**config.mk**
```make
export PLATFORM = sky130hd
export DESIGN_NAME = mem_port
export DESIGN_NICKNAME = d
export VERILOG_FILES = /design/src/rtl/mem_port_pkg.sv /design/src/rtl/mem_wait_timer.sv /design/src/rtl/mem_port.sv
export SDC_FILE = /design/constraint.sdc
export NUM_CORES = 1
export LEC_CHECK = 0
export ABC_CLOCK_PERIOD_IN_PS = 2100
export CORE_UTILIZATION = 40
export CTS_CLUSTER_DIAMETER = 120
export DETAILED_ROUTE_END_ITERATION = 12
export PLACE_DENSITY = 0.88
export REMOVE_ABC_BUFFERS = 1
export SLEW_MARGIN = 40
export SYNTH_ARGS = -nofsm -noshare
export SYNTH_HDL_FRONTEND = slang
export SYNTH_HIERARCHICAL = 1
export SYNTH_SLANG_ARGS = --single-unit
```
**constraint.sdc**
```tcl
create_clock -name clk -period 2.1 [get_ports clk]
set_clock_uncertainty 0.1 [all_clocks]
set_input_delay 0.21 -clock clk [delete_from_list [all_inputs] [get_ports clk]]
set_output_delay 0.21 -clock clk [all_outputs]
set_load 0.03 [all_outputs]
```
**src/rtl/mem_port_pkg.sv**
```systemverilog
// Shared types for the multicycle memory port: FSM states, access kinds and
// default bus widths reused by the controller and datapath.
package mem_port_pkg;

  localparam int unsigned DataWDef = 32;
  localparam int unsigned AddrWDef = 32;

  typedef enum logic [1:0] {
    StIdle = 2'd0,
    StBusy = 2'd1,
    StDone = 2'd2,
    StErr  = 2'd3
  } state_e;

  typedef enum logic [1:0] {
    KindFetch = 2'd0,
    KindLoad  = 2'd1,
    KindStore = 2'd2
  } kind_e;

  // A fetch outranks a data access when the controller asserts both.
  function automatic kind_e sel_kind(input logic irwrite, input logic memwrite);
    if (irwrite) begin
      return KindFetch;
    end else if (memwrite) begin
      return KindStore;
    end
    return KindLoad;
  endfunction

endpackage

```
**src/rtl/mem_wait_timer.sv**
```systemverilog
// Wait-cycle counter for an outstanding memory access; expired flags the
// TIMEOUT-th enabled cycle without an acknowledge.
module mem_wait_timer #(
  parameter int unsigned TIMEOUT = 15
) (
  input  logic clk,
  input  logic rst,
  input  logic clr,
  input  logic en,
  output logic expired
);

  logic [7:0] count_q, count_d;

  always_comb begin
    count_d = count_q;
    if (clr) begin
      count_d = '0;
    end else if (en) begin
      count_d = count_q + 8'd1;
    end
  end

  always_ff @(posedge clk) begin
    if (rst) begin
      count_q <= '0;
    end else begin
      count_q <= count_d;
    end
  end

  // Counter reads k-1 in the k-th busy cycle, so this fires on the TIMEOUT-th.
  assign expired = en && (count_q == 8'(TIMEOUT - 1));

endmodule

```
**src/rtl/mem_port.sv**
```systemverilog
// Single-port handshaked memory interface for the multicycle controller; owns IR
// and MDR. Optional ALIGN_CHECK_EN macro faults misaligned accesses instead.
module mem_port
  import mem_port_pkg::*;
#(
  parameter int unsigned DATA_W  = DataWDef,
  parameter int unsigned ADDR_W  = AddrWDef,
  parameter int unsigned TIMEOUT = 15
) (
  input  logic              clk,
  input  logic              rst,
  input  logic              IRWrite,
  input  logic              IorD,
  input  logic              MemWrite,
  input  logic [ADDR_W-1:0] PC,
  input  logic [ADDR_W-1:0] ALUOut,
  input  logic [DATA_W-1:0] WriteData,
  output logic              Stall,
  output logic [DATA_W-1:0] IR,
  output logic [DATA_W-1:0] MDR,
  output logic              BusErr,
  output logic              mem_req,
  output logic              mem_we,
  output logic [ADDR_W-1:0] mem_addr,
  output logic [DATA_W-1:0] mem_wdata,
  input  logic [DATA_W-1:0] mem_rdata,
  input  logic              mem_ack
);

  state_e              state_q, state_d;
  kind_e               kind_q, kind_d;
  logic                req_q, req_d, we_q, we_d, berr_q, berr_d;
  logic [ADDR_W-1:0]   addr_q, addr_d;
  logic [DATA_W-1:0]   wdata_q, wdata_d, ir_q, ir_d, mdr_q, mdr_d;
  logic                acc, expired, misaligned;
  logic [ADDR_W-1:0]   sel_addr;

  assign acc      = IRWrite | IorD;
  assign sel_addr = IorD ? ALUOut : PC;

`ifdef ALIGN_CHECK_EN
  assign misaligned = |sel_addr[1:0];
`else
  assign misaligned = 1'b0;
`endif

  mem_wait_timer #(
    .TIMEOUT (TIMEOUT)
  ) u_timer (
    .clk     (clk),
    .rst     (rst),
    .clr     (state_q != StBusy),
    .en      (state_q == StBusy),
    .expired (expired)
  );

  always_comb begin
    state_d = state_q;
    kind_d  = kind_q;
    req_d   = req_q;
    we_d    = we_q;
    addr_d  = addr_q;
    wdata_d = wdata_q;
    ir_d    = ir_q;
    mdr_d   = mdr_q;
    berr_d  = berr_q;
    case (state_q)
      StIdle: begin
        if (acc) begin
          if (misaligned) begin
            berr_d  = 1'b1;
            state_d = StErr;
          end else begin
            kind_d  = sel_kind(IRWrite, MemWrite);
            addr_d  = sel_addr;
            wdata_d = WriteData;
            req_d   = 1'b1;
            we_d    = (sel_kind(IRWrite, MemWrite) == KindStore);
            state_d = StBusy;
          end
        end
      end
      StBusy: begin
        // An acknowledge on the final allowed cycle still completes the access.
        if (mem_ack) begin
          if (kind_q == KindFetch) begin
            ir_d = mem_rdata;
          end else if (kind_q == KindLoad) begin
            mdr_d = mem_rdata;
          end
          req_d   = 1'b0;
          we_d    = 1'b0;
          state_d = StDone;
        end else if (expired) begin
          berr_d  = 1'b1;
          req_d   = 1'b0;
          we_d    = 1'b0;
          state_d = StErr;
        end
      end
      StDone:  state_d = StIdle;
      StErr:   state_d = StErr;
      default: state_d = StIdle;
    endcase
  end

  always_ff @(posedge clk) begin
    if (rst) begin
      state_q <= StIdle;
      kind_q  <= KindFetch;
      req_q   <= 1'b0;
      we_q    <= 1'b0;
      addr_q  <= '0;
      wdata_q <= '0;
      ir_q    <= '0;
      mdr_q   <= '0;
      berr_q  <= 1'b0;
    end else begin
      state_q <= state_d;
      kind_q  <= kind_d;
      req_q   <= req_d;
      we_q    <= we_d;
      addr_q  <= addr_d;
      wdata_q <= wdata_d;
      ir_q    <= ir_d;
      mdr_q   <= mdr_d;
      berr_q  <= berr_d;
    end
  end

  assign Stall     = acc && (state_q != StDone) && !berr_q;
  assign IR        = ir_q;
  assign MDR       = mdr_q;
  assign BusErr    = berr_q;
  assign mem_req   = req_q;
  assign mem_we    = we_q;
  assign mem_addr  = addr_q;
  assign mem_wdata = wdata_q;

endmodule

```
# == Word-level counts from Yosys, hierarchy flattened ==
# Cells that the tools add are included.
# totals
reg_bits,143
latch_bits,0
mem_bits_rw,0
mem_bits_ro,0
inputBits,134
output_inout_bits,132
n_memories,0
# op_classes
n_addsub,1
n_mul,0
n_div,0
n_lt_le_gt_ge,0
eq_ne,10
shift,0
muxes,20
bitwise_logic,3
reduce_logical,14
# op_table
operator,n
32-bit two-way mux,1
2-bit two-way mux,8
3-bit AND reduction,3
8-bit by 1-bit adder with 8-bit output (second input constant),1
8-bit by 4-bit == test with 1-bit output (second input constant),1
1-bit two-way mux,8
2-bit one-hot mux with 4 select lines,1
2-bit == test (second input constant),3
2-bit by 1-bit == test with 1-bit output (second input constant),2
2-bit zero test,2
2-bit inequality test (second input constant),2
1-bit one-hot mux with 2 select lines,2
2-bit AND reduction,2
4-bit AND reduction,1
1-bit logical AND,3
3-bit inequality test (second input constant),1
2-bit by 1-bit inequality test with 1-bit output (second input constant),1
1-bit NOT,2
2-bit nonzero test,1
2-bit OR reduction,1
1-bit zero test,1
1-bit bitwise OR,1

# == Logic depth before layout (Yosys ltp) ==
# depth
word_depth,10
depth_mapped,7
mapped_depth_nobuf,7

# == By module ==
# Netlist, hierarchy kept.
# modules_own_cells
module,n_inst,cells_per_inst,area_per_inst_um2,seq_area_each_um2
mem_port,1,576,5616.6,2702.6
mem_wait_timer,1,43,380.4,160.2

# == Least setup slack after synthesis ==
# No wires, ideal clock.
# synth_path
kind,register to register
start,register state_q[0]
end,"register we_q, in the netlist mem_we"
setup_time_ns,0.132
t_arrival_ns,1.524
required_time_ns,1.868
slack_ns,0.343
path_stages_with_launch,8
path_buffers,1
path_cell_list,dfxtp_1 > nor2b_1 > buf_4 > nand4b_1 > nor4_1 > nor3b_1 > o21ai_0 > a21oi_1
# synth_via
elab_chain_cells,4
word_cells_on_any_way,8
classes_between,eq/ne: 3; mux: 1; reduce/logical: 4
# synth_rtl
item,line_no,source
"start, declared",mem_port.sv:30,"state_e state_q, state_d;"
"start signal, assigned",mem_port.sv:109,state_q <= StIdle;
"start signal, assigned",mem_port.sv:119,state_q <= state_d;
2-bit by 1-bit == test with 1-bit output,mem_port.sv:53,".en (state_q == StBusy),"
1-bit logical AND,mem_wait_timer.sv:33,assign expired = en && (count_q == 8'(TIMEOUT - 1));
via expired,mem_port.sv:35,"logic acc, expired, misaligned;"
3-bit inequality test (no source line),-,
3-bit AND reduction (no source line),-,
"end signal, assigned",mem_port.sv:122,we_q <= we_d;
"end, declared",mem_port.sv:32,"logic req_q, req_d, we_q, we_d, berr_q, berr_d;"
# The timed path passes the listed nets, and every way through them passes these cells.
# A chain may end at the register's enable or synchronous reset.

# == Worst setup path in the final report ==
# layout_path
start,register state_q[1]
end,output Stall
# layout_via
elab_chain_cells,3
# layout_rtl
item,line_no,source
2-bit inequality test,mem_port.sv:131,assign Stall = acc && (state_q != StDone) && !berr_q;
1-bit logical AND (2 in series),mem_port.sv:131,
"end, declared",mem_port.sv:18,"output logic Stall,"
# Every way passes these cells.

==> results by group <==
Yosys
  – YS warnings: 6
  – Ys async rst share: 0
  – Top cells by count, synth: dfxtp_1 (143), nand2b_1 (98), mux2i_1 (96), a21oi_1 (72), o21ai_0 (35)
  – Syn Inst Count: 619
  – Avg Inst Size Synth: 9.69 sq um
  – Seq cells post-synth: 143
  – Largest cells by area after synthesis: dfxtp_1 (48%), mux2i_1 (16%), nand2b_1 (10%)
  – Post-synth design cell area: 6000 sq um
  – Seq/Total Area, Yosys: 0.477
  – EDFF count, synth: 0
  – Dominant cell type by area after synthesis: dfxtp_1
  – Ys flop type: dfxtp_1
  – Count of cell types in the netlist: 35
  – Top-count cell post-synth: dfxtp_1
  – Area share of the largest cell type after synthesis: 0.477

Clock network
  – Setup bufs post-CTS: 0
  – CTS clk-pin slew, worst paths: 0.06 ns
  – Clock Tree Root: clkbuf_16
  – Worst skew pair latency: 0.41 ns
  – CTS H-tree depth: 4
  – Cts hold-fix bufs: 0
  – Post-CTS Resized: 1
  – Clock tree sinks: 143
  – CTS tree: built
  – Total CTS buffers: 17
  – Clock buffer depth: 2

Routing
  – Drt first pass iters: 4
  – Via-to-Cell Ratio: 5.10
  – Drt wl/cell: 16.1 microns
  – Iter 0 DRT Violations: 242
  – Total wire length: 17,100 microns
  – Drt drc: 0
  – Via count: 5,417
  – Antenna Nets Post-Route: 0

Global routing
  – First-pass GRT wire length: 27,400 microns
  – Largest net degree at the start of global routing: 105
  – GRT overflow: 0
  – GRT Total Usage: 0.222
  – GRT Max-Usage Layer: met2
  – GR Layer Usage met1: 0.253
  – Initial antenna violation count: 0
  – Met3 Track Usage GR: 0.0726
  – GR Util met2: 0.380
  – Vias in the first global route: 5,294

STA
  – Final setup viols: 0
  – Min Tclk post-route: 1.83 ns
  – Final Cycle Share: 0.870
  – F_max: 0.548 GHz
  – Final Hold Fails: 0
  – RSZ-0062 raised after global routing: no
  – Worst Tran Pin Value: 0.749 ns
  – Fin Hold WS: 0.255 ns
  – Slew Limit Fails: 0
  – Slew Limit Headroom: 0.501

Cells and area
  – Layout Utilization: 0.644
  – Layout area overhead: 56.6%
  – Fillers: 1,187
  – Diode count: 0
  – Fraction of layout cells with a size suffix above 1: 0.0661
  – Total Nets Final: 1,001

Critical path
  – Critical path arrival: 1.52 ns
  – Crit path capture type: output pin
  – CP max FO: 9
  – Crit Path Class: flip-flop to output pin
  – Setup crit start kind: flip-flop
  – Worst path required time: 1.79 ns

Place
  – PortBufs: 265
  – Hpwl dp: 11,900 microns
  – Routability cong.: 0.766

Floorplan
  – Initial Util: 0.411
  – CORE AREA: 14,600 sq um
  – IO Count: 266
  – Die Y: 124 microns
  – FP Rows: 44
  – Total die area: 15,500 sq um
  – Die X: 124 microns

Pwr
  – P_leak: 0.00363 uW
  – VDD IR max: 0.000531 V
  – Pwr per Cell Area: 799 nW/um^2

Job
  – Max-cap violations: 0

Outcome
  – Status: completed

Min path
  – Worst hold path type: input pin to flip-flop
cell families after synthesis:
logic type / share of synthesized area
compound gates: 0.137
fa+ha+maj: 0.00417
simple gates: 0.166
flops: 0.477
buf+inv: 0.0488
xor+xnor: 0.00584
mux: 0.160
critical path, cell delays in order, from the launching register on:
cell           delay, ns
dfxtp_1             0.40
nor2b_1             0.18
nor3_1              0.11
dlygate4sd2_1       0.41
cell usage in the layout (no fill, tap or decap), drive strengths merged, types with 4 or more instances in the layout:
master         instances
a211oi                33
a21oi                 72
buf                   19
clkbuf                20
clkdlybuf4s50        262
clkinv                 4
clkinvlp               4
dfxtp                143
inv                    6
mux2i                 96
nand2b                98
nand3                 34
nor2                  11
o21ai                 40
or2                    4
through the flow:
stage          setup TNS, ns  setup WS (ns)  cell area (sq um)  power [uW]  std cells
5_1_grt                    0          0.164               9390        7810       1062
3_3_place_gp               0          0.187               8800        4550       1030
2_1_floorplan         -59.42         -0.905               5720        3760        564
4_1_cts                    0          0.261               9390        7580       1062
6_report                   0          0.274               9390        7500       1062
3_5_place_dp               0          0.191               8800        4570       1030
sequential cells by signal, summed over array words and instances (netlist names), 2 cells and up:
| signal | count |
|---|---|
| kind_q | 2 |
| mem_wdata | 32 |
| MDR | 32 |
| IR | 32 |
| state_q | 2 |
| u_timer/count_q | 8 |
| mem_addr | 32 |
worst paths after layout:
| path | end | from | slack [ns] | cells after the start |
|---|---|---|---|---|
| worst max register to register | u_timer/count_q[7] | state_q[1] | 0.31 | 5 |
| worst max-delay path | Stall | state_q[1] | 0.27 | 3 |
| worst min register to register | IR[25] | IR[25] | 0.37 | 2 |
| worst min-delay path | mem_wdata[2] | WriteData[2] | 0.26 | 3 |
final cells by class:
class / count / area, sq um / area share
clock inverters: 12 / 135 / 0.0144
repair buffers: 282 / 2830 / 0.302
clock buffers: 20 / 457 / 0.0486
well taps: 184 / 230 / 0.0245
multi-input cells: 417 / 2860 / 0.304
flip-flops and latches: 143 / 2860 / 0.305
inverters: 4 / 15.0 / 0.00160
routing by layer:
| metal | vias to the layer above | wire [microns] |
|---|---|---|
| met1 | 2478 | 7010 |
| met2 | 240 | 8360 |
| met3 | 28 | 1360 |
| met5 | - | 0 |
| met4 | 0 | 367 |
| li1 | 2671 | - |
power breakdown:
part	leakage [uW]	switching [uW]	internal [uW]
logic	0.00218	807	729
clock network	0.000279	1180	1820
registers	0.00117	91.7	2880
No activity file was read; power rests on OpenSTA's default activity.
==> patch 1 (same settings) <==
Put one more register stage on the output `BusErr`, without a reset. The value now appears one clock later. The other outputs are not delayed to match.
--- a/src/rtl/mem_port.sv
+++ b/src/rtl/mem_port.sv
@@ -131,7 +131,9 @@
   assign Stall     = acc && (state_q != StDone) && !berr_q;
   assign IR        = ir_q;
   assign MDR       = mdr_q;
-  assign BusErr    = berr_q;
+  always_ff @(posedge clk) begin
+    BusErr <= berr_q;
+  end
   assign mem_req   = req_q;
   assign mem_we    = we_q;
   assign mem_addr  = addr_q;
Behaviour: same outputs for any inputs over 4 cycles, from zero or initial values and one cycle with rst high; that may be too few to reach the edited logic, so the function may still have changed.
==> patch 1 against the original RTL <==
  * Final area about the same
  * Routed wire length down 2.0%
  * Die area up 0.33%
  * Setup slack worse by 0.073 ns
  * Sequential share of layout area up 0.20 points
  * Critical path depth unchanged
  * Via count down 0.35%
  * Total power down 2.2%
  * Hold slack worse by 0.20 ns
  * Sequential cell count up 1
  * Area after synthesis up 0.33%
  * Largest cell class unchanged
  * Largest power group is now registers
==> patch 1: results (changes against the original RTL) <==
** GRT
- The first-pass GRT wire length came to 27200 um (-0.60%).
- Number of global-route vias before repair :: 5316 (+0.42%)
- The largest net degree at the start of global routing is 67 (-36%).
- Overall global routing resource usage :: 0.221 (-0.00133)

** Logic synthesis
- The total number of yosys warnings was 6 (unchanged).
- By area the synthesized netlist is led by sky130_fd_sc_hd__dfxtp_1, sky130_fd_sc_hd__mux2i_1, sky130_fd_sc_hd__nand2b_1, sky130_fd_sc_hd__a21oi_1, sky130_fd_sc_hd__a211oi_1.
- The share of the yosys chip area belonging to registers was 0.479 (+0.00174).
- The post-synthesis instance total was 620 (+0.16%).
- For this run, the leading register cell type out of synthesis is sky130_fd_sc_hd__dfxtp_1.

** Power
- The leakage power total came to 3.64 nW (+0.33%).
- Highest ir drop seen on vdd :: 0.000521 V (-1.8%)

** Final layout
- Share of final-layout standard cells stronger than drive strength 1 :: 0.0659 (-0.000150)
- The number of nets in the finished design is 1004 (+0.30%).
- Fill cell instance count of the final layout :: 1151 (-3.0%)
- Finished Layout Cells :: 1064 (+0.19%)

** Route
- The total via count in the routed design is 5398 (-0.35%).

** Timing
- Slew margin rel. :: 0.689 (+0.188)
- The number of setup violations in the final report is 0 (unchanged).

** Worst setup path
- Among all stages on the critical path, the largest delay is contributed by sky130_fd_sc_hd__dfxtp_1.
- Family of cells with the greatest summed delay on the critical path :: flip-flops
- The data arrival time of the critical path came to 1.59 ns (+0.07 ns).

** Placement
- The half-perimeter wire length after detailed placement came to 12000 um (+0.48%).
- Post-placement worst setup slack :: 0.143 ns (-0.0479 ns)
- The number of input and output port buffers inserted was 265 (unchanged).
- Routability congestion estimate from global placement :: 0.769 (+0.38%)
- Instance area at placement :: 8850 sq um (+0.54%)

** Run status
- The run finished with clean final reports.
patch 1: changes by cell type after synthesis:
| cell | change |
|---|---|
| sky130_fd_sc_hd__dfxtp_1 | +1 |
patch 1: where the power goes:
part / switching (mW) / total [mW] / internal, mW / leakage (nW)
combinational: 0.798 / 1.53 / 0.733 / 2.20
sequential: 0.0925 / 2.99 / 2.90 / 1.18
clock: 1.14 / 2.82 / 1.68 / 0.269
patch 1: area by class of cell:
type	instances	area [sq um]	share of cell area
Sequential cell	144	2880	0.307
Timing Repair Buffer	284	2860	0.305
Multi-Input combinational cell	417	2860	0.304
Clock buffer	21	460	0.0490
Tap cell	184	230	0.0245
Clock inverter	10	87.6	0.00932
Inverter	4	15.0	0.00160
patch 1: path summary, 6_finish.rpt:
check	slack (ns)	cells after the start	end	startpoint
max	0.20	3	Stall	state_q[0]
min reg2reg	0.28	0	BusErr	berr_q
min	0.05	3	kind_q[1]	IorD
max reg2reg	0.35	5	u_timer/count_q[1]	state_q[0]
patch 1: repair_timing:
item                                    4_1_cts  5_1_grt
resized for setup                             1        0
buffers inserted                              0        0
hold endpoints to repair                      0        0
endpoints found under the setup margin        1        0
patch 1: routing by layer:
metal / vias to the layer above / global-route usage / routed length [um]
met1: 2466 / 0.249 / 6910
met5: - / 0 / 0
met4: 0 / 0.0928 / 413
met3: 27 / 0.0760 / 1280
li1: 2670 / - / -
met2: 235 / 0.377 / 8150
patch 1: logic make-up (layout without fill, tap and decap cells):
logic type,Yosys count,count (layout),synth area share
multiplexers,96,96,0.160
AND/OR/NAND/NOR,168,168,0.166
XOR/XNOR,4,4,0.00582
AO/OA/AOI/OAI,147,147,0.137
buffers and inverters,59,319,0.0487
adder cells (fa/ha/maj),2,2,0.00416
flip-flops,144,144,0.479
==> patch 2 (config.mk and constraints unchanged) <==
Without the edit above. Change the package constant `DataWDef` from 32 to 16.
--- a/src/rtl/mem_port_pkg.sv
+++ b/src/rtl/mem_port_pkg.sv
@@ -2,7 +2,7 @@
 // default bus widths reused by the controller and datapath.
 package mem_port_pkg;
 
-  localparam int unsigned DataWDef = 32;
+  localparam int unsigned DataWDef = 16;
   localparam int unsigned AddrWDef = 32;
 
   typedef enum logic [1:0] {
Ports: changed (5 resized); port bits go from 266 to 186. No check against the original RTL was run, so the function may have changed too.
==> patch 2 against the original RTL <==
  * Via count down 30%
  * Final area down 33%
  * Non-clock buffer count down 82
  * Routed wire length down 34%
  * Sequential share of layout area down 0.22 points
  * Final cell count down 31%
  * Total power down 41%
  * Area after synthesis down 32%
  * Sequential cell count down 48
  * Setup slack worse by 0.016 ns
  * Global-route usage down 1.5 points
  * Count of clock-buffer cells in the layout down 10
==> patch 2: results (changes against the original RTL) <==
** Run status
- The flow ran to the end, and the final reports show no timing, DRC or antenna violations.

** Logic synthesis
- Portion of netlist area occupied by mux cells :: 0.157 (-0.00337)
- Yosys attributes the largest share of cell area to sky130_fd_sc_hd__dfxtp_1, sky130_fd_sc_hd__mux2i_1, sky130_fd_sc_hd__nand2b_1, sky130_fd_sc_hd__a21oi_1, sky130_fd_sc_hd__a211oi_1.
- The number of library cell types mapped by synthesis was 34 (-2.9%).
- Sequential element share of the synthesized area :: 0.466 (-0.0117)
- Leading cell types by count after synthesis :: sky130_fd_sc_hd__dfxtp_1, sky130_fd_sc_hd__mux2i_1, sky130_fd_sc_hd__a21oi_1
- Synthesized-area fraction occupied by ao, oa, aoi and oai cells :: 0.162 (+0.0251)
- The area share of xor/xnor cells in the synthesized design came to 0.00858 (+0.00274).
- The post-synthesis instance total is 426 (-31%).
- The adder and majority gate portion of the synthesized area is 0.00613 (+0.00195).

** Power
- Highest ir drop seen on vdd :: 0.000428 V (-19%)
- The leakage power total came to 2.41 nW (-33%).

** Final layout
- The fraction of layout instances using a drive strength above 1 was 0.0646 (-0.00149).
- Post-layout net count :: 703 (-30%)
- The number of fill cells in the layout was 828 (-30%).
- The post-layout instance count excluding filler cells came to 737 (-31%).
- The register with the most flip-flops in the layout has 32 of them.

** Placement
- Cell Count Post-Placement :: 721 (-30%)
- PortBufs :: 185 (-30%)
- Half-perimeter wire length after placement :: 8230 um (-31%)
- The last weighted congestion value of the routability-driven placer was 0.801 (+4.5%).

** CTS
- The clock transition at the register clock pins on the worst setup and hold paths after CTS came to 0.09 ns (+0.03 ns).
- The number of H-tree levels is 3 (-1).
- Clock latency at the later pin of the worst-skew pair :: 0.35 ns (-0.06 ns)
- The number of buffers added by the clock tree synthesis step was 9 (-8).
- CTS placed an instance of sky130_fd_sc_hd__clkbuf_8 at the clock tree root.

** GRT
- Overall global routing resource usage :: 0.207 (-0.0150)
- Number of global-route vias before repair :: 3547 (-33%)
- Wire length of the first global-routing pass :: 16900 um (-38%)

** Worst setup path
- Standard cell with the maximum stage delay on the critical path :: sky130_fd_sc_hd__dfxtp_1
- The delay of the slowest critical-path stage is 0.52 ns (+0.11 ns).
- Among cell families on the critical path, the largest total delay comes from flip-flops.

** Route
- The initial detailed-routing violation count was 128 (-47%).
- Vias :: 3803 (-30%)

** Timing
- Transition time of the tightest slew-check pin :: 0.674 ns (-0.0744 ns)
## patch 2: final cells by class
type	instances	area (sq um)	share of cell area
inverter	4	15.0	0.00239
tap	133	166	0.0265
sequential	95	1900	0.303
multi-input combinational	289	1990	0.316
timing repair buffer	200	1990	0.317
clock buffer	10	138	0.0219
clock inverter	6	83.8	0.0133
## patch 2: worst register-to-register path: stages (launching register included)
cell	delay (ns)
sky130_fd_sc_hd__dfxtp_1	0.52
sky130_fd_sc_hd__nor2b_1	0.22
sky130_fd_sc_hd__buf_4	0.19
sky130_fd_sc_hd__inv_1	0.06
sky130_fd_sc_hd__or2_2	0.37
sky130_fd_sc_hd__a211oi_1	0.22
## patch 2: metrics by stage
stage / instance area [sq um] / hold slack [ns] / setup WS (ns)
after detailed placement: 6060 / 0.361 / 0.0856
after floorplan: 3890 / 0.179 / -0.389
after global placement: 6060 / 0.358 / 0.0501
after global routing: 6280 / 0.229 / 0.135
after CTS: 6280 / 0.219 / 0.230
final: 6280 / 0.253 / 0.258
## patch 2: layer usage
metal,track usage,up-vias,routed length [um]
met5,0,-,0
met4,0.0791,0,136
met3,0.0658,11,1110
met2,0.356,167,5290
met1,0.240,1771,4700
li1,-,1854,-
## patch 2: where the power goes
| group | internal [mW] | switching (mW) | total [mW] |
|---|---|---|---|
| clock network | 0.699 | 0.614 | 1.31 |
| registers | 1.93 | 0.0709 | 2.00 |
| logic | 0.546 | 0.590 | 1.14 |
| total | 3.17 | 1.27 | 4.45 |
## patch 2: final timing paths
| kind | slack, ns | start | to | cells after the start |
|---|---|---|---|---|
| worst min-delay path | 0.25 | IorD | kind_q[1] | 4 |
| worst min register to register | 0.38 | IR[8] | IR[8] | 2 |
| worst max-delay path | 0.26 | state_q[0] | Stall | 3 |
| worst max register to register | 0.34 | state_q[0] | u_timer/count_q[1] | 5 |
